$ cat config.mk
export PLATFORM = sky130hd
export DESIGN_NAME = gray_updown_counter
export DESIGN_NICKNAME = d
export VERILOG_FILES = /design/src/rtl/gray_updown_counter.sv
export SDC_FILE = /design/constraint.sdc
export NUM_CORES = 1
export LEC_CHECK = 0
export CORE_UTILIZATION = 35
export DETAILED_ROUTE_END_ITERATION = 10
export PLACE_DENSITY = 0.7
export SLEW_MARGIN = 20
export SYNTH_ARGS = -nofsm -noshare
export SYNTH_HDL_FRONTEND = slang
export SYNTH_SLANG_ARGS = --single-unit
$ cat constraint.sdc
create_clock -name clk -period 1.6 [get_ports clk]
set_input_delay 0.32 -clock clk [delete_from_list [all_inputs] [get_ports clk]]
set_output_delay 0.32 -clock clk [all_outputs]
set_load 0.01 [all_outputs]
$ cat src/rtl/gray_updown_counter.sv
// Parametrised up/down Gray-code counter with synchronous load, wrap pulse
// and an independent registered Gray-to-binary decoder.
//
// Ports:
//   clk      - rising-edge clock
//   rst      - synchronous active-high reset
//   en       - count enable, one step per cycle
//   up       - direction, 1 = increment, 0 = decrement
//   load     - synchronous preset strobe (beats en)
//   load_bin - binary preset value
//   gray_in  - Gray value to decode
//   bin_out  - current binary count
//   gray_out - registered Gray encoding of bin_out
//   wrap     - one-cycle pulse on counter wrap-around
//   dec_out  - registered binary decode of gray_in
module gray_updown_counter #(
    parameter int WIDTH       = 4,
    parameter int RESET_VALUE = 0
) (
    input  logic             clk,
    input  logic             rst,
    input  logic             en,
    input  logic             up,
    input  logic             load,
    input  logic [WIDTH-1:0] load_bin,
    input  logic [WIDTH-1:0] gray_in,
    output logic [WIDTH-1:0] bin_out,
    output logic [WIDTH-1:0] gray_out,
    output logic             wrap,
    output logic [WIDTH-1:0] dec_out
);

    localparam logic [WIDTH-1:0] RST_BIN  = RESET_VALUE[WIDTH-1:0];
    localparam logic [WIDTH-1:0] RST_GRAY = RST_BIN ^ (RST_BIN >> 1);
    localparam logic [WIDTH-1:0] ONE      = {{(WIDTH-1){1'b0}}, 1'b1};

    logic [WIDTH-1:0] cnt_q, cnt_d;
    logic [WIDTH-1:0] gray_q, gray_d;
    logic             wrap_q, wrap_d;
    logic [WIDTH-1:0] dec_q, dec_d;

    // Next count and wrap flag; Gray is encoded from the next count so that
    // bin_out and gray_out always update on the same edge.
    always_comb begin
        cnt_d  = cnt_q;
        wrap_d = 1'b0;
        if (load) begin
            cnt_d = load_bin;
        end else if (en) begin
            if (up) begin
                cnt_d  = cnt_q + ONE;
                wrap_d = &cnt_q;
            end else begin
                cnt_d  = cnt_q - ONE;
                wrap_d = ~|cnt_q;
            end
        end
        gray_d = cnt_d ^ (cnt_d >> 1);
    end

    // Binary bit i is the XOR of all Gray bits from i up to the MSB.
    always_comb begin
        dec_d = '0;
        for (int i = 0; i < WIDTH; i++) begin
            dec_d[i] = ^(gray_in >> i);
        end
    end

    always_ff @(posedge clk) begin
        if (rst) begin
            cnt_q  <= RST_BIN;
            gray_q <= RST_GRAY;
            wrap_q <= 1'b0;
            dec_q  <= '0;
        end else begin
            cnt_q  <= cnt_d;
            gray_q <= gray_d;
            wrap_q <= wrap_d;
            dec_q  <= dec_d;
        end
    end

    assign bin_out  = cnt_q;
    assign gray_out = gray_q;
    assign wrap     = wrap_q;
    assign dec_out  = dec_q;

endmodule

## Word-level counts from Yosys, hierarchy flattened

Index checks and enable logic that the tools add are counted.

| word-level totals | value |
|---|---|
| register bits | 13 |
| latch bits | 0 |
| bits in writable memories | 0 |
| ROM bits | 0 |
| bits of input ports | 13 |
| output and inout bits | 13 |
| word-level logic and storage cells | 20 |
| memories | 0 |

| operators by class | value |
|---|---|
| add/sub/neg operators | 2 |
| multipliers | 0 |
| div/mod/pow operators | 0 |
| order comparisons | 0 |
| eq/ne operators | 0 |
| shift-type cells | 0 |
| mux-type cells | 4 |
| bitwise logic cells | 2 |
| reduce and logical (&&, ||, !) cells | 8 |

Operators with widths:

| kind | count |
|---|---|
| $reduce_xor 4->1 | 4 |
| $mux 4 | 3 |
| $add 4x1->4 const B | 1 |
| $reduce_and 4->1 | 1 |
| $reduce_or 4->1 | 1 |
| $sub 4x1->4 const B | 1 |
| $xor 4x3->4 | 1 |
| $reduce_or 3->1 | 1 |
| $logic_not 1->1 | 1 |
| $mux 1 | 1 |
| $not 1->1 | 1 |

## Depth between registers and ports, before layout

Gate-level depths: netlist of the first run.

| depth | value |
|---|---|
| depth after elaboration | 5 |
| depth in mapped cells | 6 |
| mapped depth without buffers | 6 |

## Worst setup path after synthesis of the first run

OpenSTA, ideal clock, no wires.

| path | value |
|---|---|
| kind | register to register |
| from | reg cnt_q[0], in the netlist bin_out[0] |
| to | reg gray_q[1], in the netlist gray_out[1] |
| data arrival time | 1.598 ns |
| required time | 1.468 ns |
| slack | -0.130 ns |
| stages on the path, launching flop included | 6 |
| path buffers | 0 |
| clock period less this slack | 1.730 ns |
| path through | dfxtp_1 > fa_1 > mux2_2 > mux2i_1 > or3_1 > a21oi_1 |

| between the ends | value |
|---|---|
| longest elaborated chain between the ends | 5 |

Ends and longest elaborated chain:

| item | RTL line | source |
|---|---|---|
| from (decl) | 37 | `logic [WIDTH-1:0] cnt_q, cnt_d;` |
| from (signal assigned) | 76 | `cnt_q <= cnt_d;` |
| $sub 4x1->4 or $add 4x1->4 (tied branches) | 54, 51 |  |
| $mux 4 * | 50 | `if (up) begin` |
| $mux 4 * | 49 | `end else if (en) begin` |
| $mux 4 * | 47 | `if (load) begin` |
| $xor 4x3->4 * | 58 | `gray_d = cnt_d ^ (cnt_d >> 1);` |
| to (signal assigned) | 77 | `gray_q <= gray_d;` |
| to (decl) | 38 | `logic [WIDTH-1:0] gray_q, gray_d;` |

Mark *: on every way between the ends. The rest lies on a longest branch, timed or not.
A chain may end at the register's enable or synchronous reset.

## Worst setup path in the final report of the first run

| path | value |
|---|---|
| from | reg cnt_q[1], in the netlist bin_out[1] |
| to | reg gray_q[1], in the netlist gray_out[1] |

| between the ends | value |
|---|---|
| longest elaborated chain between the ends | 5 |

Ends and longest elaborated chain:

| item | RTL line |
|---|---|
| $sub 4x1->4 or $add 4x1->4 (tied branches) | 54, 51 |
| $mux 4 | 50 |
| $mux 4 * | 49 |
| $mux 4 * | 47 |
| $xor 4x3->4 * | 58 |

Marked as above.

==> summary.txt, run 1 <==
Outcome
  – Status: finished clean

STA
  – Crit path time final: 1582 ps
  – Slew HR: 0.8132
  – Slew @ Worst Pin: roughly 280 ps
  – Setup violation total in the final timing report: 0
  – Fmax: between 600 and 700 MHz
  – RSZ-0062 raised after global routing: true
  – Fin. Hold Viols: 0
  – Pins Over Slew Limit: 0
  – Setup Skew: 1.033 ps
  – Final Cycle Share: 0.9887
  – Hold_ws: 624.3 ps
  – Fin worst setup slack: 18.05 ps

GRT
  – Initial antenna violation count: 0
  – First-pass GRT wire length: 2214 µm
  – GRT Overall Usage: 0.1555
  – Pin count of the biggest net entering global routing: 12
  – Number of global-route vias before repair: around 520
  – Grt total ovfl: 0

Yosys
  – Syn_area_per_cell: 9.441 µm²
  – EDFF count, synth: 0
  – Post-Syn Nets: 82
  – Yosys reg bits: 12
  – Dominant cells by area after synthesis: dfxtp_1 39%, nor2_1 5.4%, mux2i_1 4.8%, xnor2_1 4.2%, xor2_1 4.2%
  – Synthesized area: between 600 and 700 µm²
  – Synth top area share: 0.3855
  – Leading area contributor after synthesis: dfxtp_1
  – Yosys cell types: 33
  – Top-count cell post-synth: dfxtp_1
  – Post-synth top cells: 12 x dfxtp_1, 9 x nor2_1
  – Ys flop type: dfxtp_1
  – Post-synth ARST share: 0
  – Register area share after synthesis: 0.3855
  – Syn Inst Count: 66
  – Synth warn: 0

Critical path
  – Critical Path AT: 1780 ps
  – CP startpoint kind: flip-flop
  – Worst path bufs/invs: 0
  – Crit-path max FO: 4
  – Slowest CP cell: fa_2
  – Critical Path Max Stage Delay: approximately 520 ps
  – Critical Path End Type: flip-flop
  – CP required: 1800 ps
  – Critical path class: reg2reg
  – CP top delay family: adder cells
  – Critical path, cell by cell: fa_2 -> mux2_4 -> mux2i_4 -> or3_1 -> a21oi_1

Place
  – Count of input and output buffers: 25
  – Pre-CTS setup slack: -617.8 ps
  – Gpl congestion: approximately 0.74
  – DPL Wire Length: around 1000 µm

Drt
  – Post-route ant nets: 0
  – Vias/cell: 4.974
  – DRT Wirelength: 1323 µm
  – DR DRC count: 0
  – DR vias: approximately 570
  – Drt first pass iters: 6
  – Routed len/inst: 11.50 µm
  – DR iter-0 viols: 21

CTS
  – CTS H-tree depth: 1
  – TritonCTS clock tree: built
  – Postcts setup bufs: 0
  – CTS Buf Count: 3
  – CTS Sinks: 12
  – Cts-stage hold buffer count: 0
  – Root Buffer Master: clkbuf_4
  – Clock latency on the worst-skew pair: roughly 260 ps
  – Clk slew on worst S/H paths: 60 ps
  – Clock Tree Buf Depth: 2

Finish
  – Area Overhead vs Synth: 58.23%
  – Nets: 117
  – ANT cells: 0
  – Share of layout cells above drive strength 1: 0.2323
  – Final Util: 0.6254

Power and ir drop
  – Combinational Power Share: 0.343
  – Seq pwr share: 0.435
  – Clock power frac: 0.222
  – PwrDens: 794.7 nW/µm²
  – P_int: ~570 µW
  – Maximum vdd drop: 0.6483 mV
  – Sw Share: 0.2709
  – Psw: 212.3 µW
  – Leakage: 0.0004618 µW

Hold path
  – HP Class: in2reg

Floorplanning
  – DIE WIDTH: 44.20 µm
  – Row cnt: 14
  – Die area: 1953 µm²
  – Die H: 44.20 µm
  – Initial Utilization: 0.3952
  – # IOs: 26
  – Core box area: 1577 µm²

Flow run
  – Max-cap viol count: 0
## cell type report
cell class | instances | area, µm²
Tap cell | 16 | 20.02
Multi-Input combinational cell | 47 | 371.6
Inverter | 3 | 11.26
Clock buffer | 3 | 22.52
Timing Repair Buffer | 34 | 317.8
Sequential cell | 12 | 242.7
Fill cell | 148 | 590.6
## cells in the final DEF (no fill, tap or decap), drive strengths merged
| cell type | netlist | final |
|---|---|---|
| o21ai | 2 | 2 |
| and3 | 2 | 2 |
| mux2 | 1 | 1 |
| or3 | 2 | 2 |
| dlygate4sd2 | 0 | 6 |
| fa | 1 | 1 |
| or4b | 1 | 1 |
| nor3b | 1 | 1 |
| clkdlybuf4s15 | 0 | 1 |
| nand3 | 3 | 3 |
| a22oi | 1 | 1 |
| dfxtp | 12 | 12 |
| o2bb2ai | 1 | 1 |
| inv | 3 | 3 |
| a211oi | 1 | 1 |
| a31oi | 1 | 1 |
| xor2 | 3 | 3 |
| a21oi | 2 | 2 |
| buf | 3 | 9 |
| nor4bb | 1 | 1 |
| clkdlybuf4s50 | 0 | 17 |
| mux2i | 3 | 3 |
| a221o | 1 | 1 |
| nand3b | 1 | 1 |
| nand2 | 1 | 1 |
| clkbuf | 1 | 3 |
| or4 | 1 | 1 |
| a21o | 1 | 1 |
| o21bai | 1 | 1 |
| dlymetal6s2s | 0 | 1 |
| nor2 | 9 | 9 |
| xnor2 | 3 | 3 |
| ha | 2 | 2 |
| nor2b | 1 | 1 |
## tightest hold or removal path: cells and delay by family
family | cells | cell delay (ps)
buffers and inverters | 2 | 390
and+or+nand+nor | 1 | 150
## through the flow
step	std cells	instance area, µm²	TNS (ps)	power [µW]
after floorplan	66	640.6	-14.54	488.1
after global placement	113	962.2	-3178	622.0
after detailed placement	113	962.2	-3296	624.6
after CTS	115	978.4	0	795.2
after global routing	115	985.9	-60.62	839.3
final	115	985.9	0	783.5
## final timing paths
check	startpoint	endpoint	slack, ps	depth (start not counted)
min reg2reg	bin_out[3]$_SDFF_PP0_	wrap$_SDFF_PP0_	760	3
max	bin_out[1]$_SDFF_PP0_	gray_out[1]$_SDFF_PP0_	20	5
max reg2reg	bin_out[1]$_SDFF_PP0_	gray_out[1]$_SDFF_PP0_	20	5
min	en	wrap$_SDFF_PP0_	620	3
## kinds of logic (layout without fill, tap and decap cells)
kind of cell | count (synthesis) | in the layout | share of synthesized area
AO/OA/AOI/OAI | 11 | 11 | 0.1205
XOR/XNOR | 6 | 6 | 0.08435
adder cells (fa/ha/maj) | 3 | 3 | 0.07228
buffers and inverters | 7 | 40 | 0.05620
flip-flops | 12 | 12 | 0.3855
multiplexers | 4 | 4 | 0.06627
AND/OR/NAND/NOR | 23 | 23 | 0.2149
## repair_timing
item,in CTS,in global routing
gates cloned,0,0
endpoints found under the setup margin,11,4
pin swaps,7,1
resized for setup,12,3
## state kept, by name, summed over array words and instances, names as in the netlist
signal,count
dec_out,4
wrap,1
gray_out,3
bin_out,4
## power groups by stage
stage,clock network (µW),logic [µW],registers (µW)
finish,174,269,341
global route,202,295,343
CTS,185,269,341
detailed placement,0,278,347
global placement,0,275,347
floorplan,0,120,368
## per-layer routing
layer / up-vias / GRT usage / part of all wire
li1: 297 / - / -
met1: 260 / 0.2085 / 0.49
met2: 15 / 0.2324 / 0.46
met3: 0 / 0.07755 / 0.050
met4: 0 / 0.01818 / 0
met5: - / 0 / 0
No activity file was read; power rests on OpenSTA's default activity.
==> run 2: changes to the inputs <==
--- a/config.mk
+++ b/config.mk
@@ -7,6 +7,7 @@
 export LEC_CHECK = 0
 export CORE_UTILIZATION = 35
 export DETAILED_ROUTE_END_ITERATION = 10
+export GPL_ROUTABILITY_DRIVEN = 0
 export PLACE_DENSITY = 0.7
 export SLEW_MARGIN = 20
 export SYNTH_ARGS = -nofsm -noshare
==> results of run 2 <==
Same layout as run 1: the final DEF is identical, and so are final timing and power.
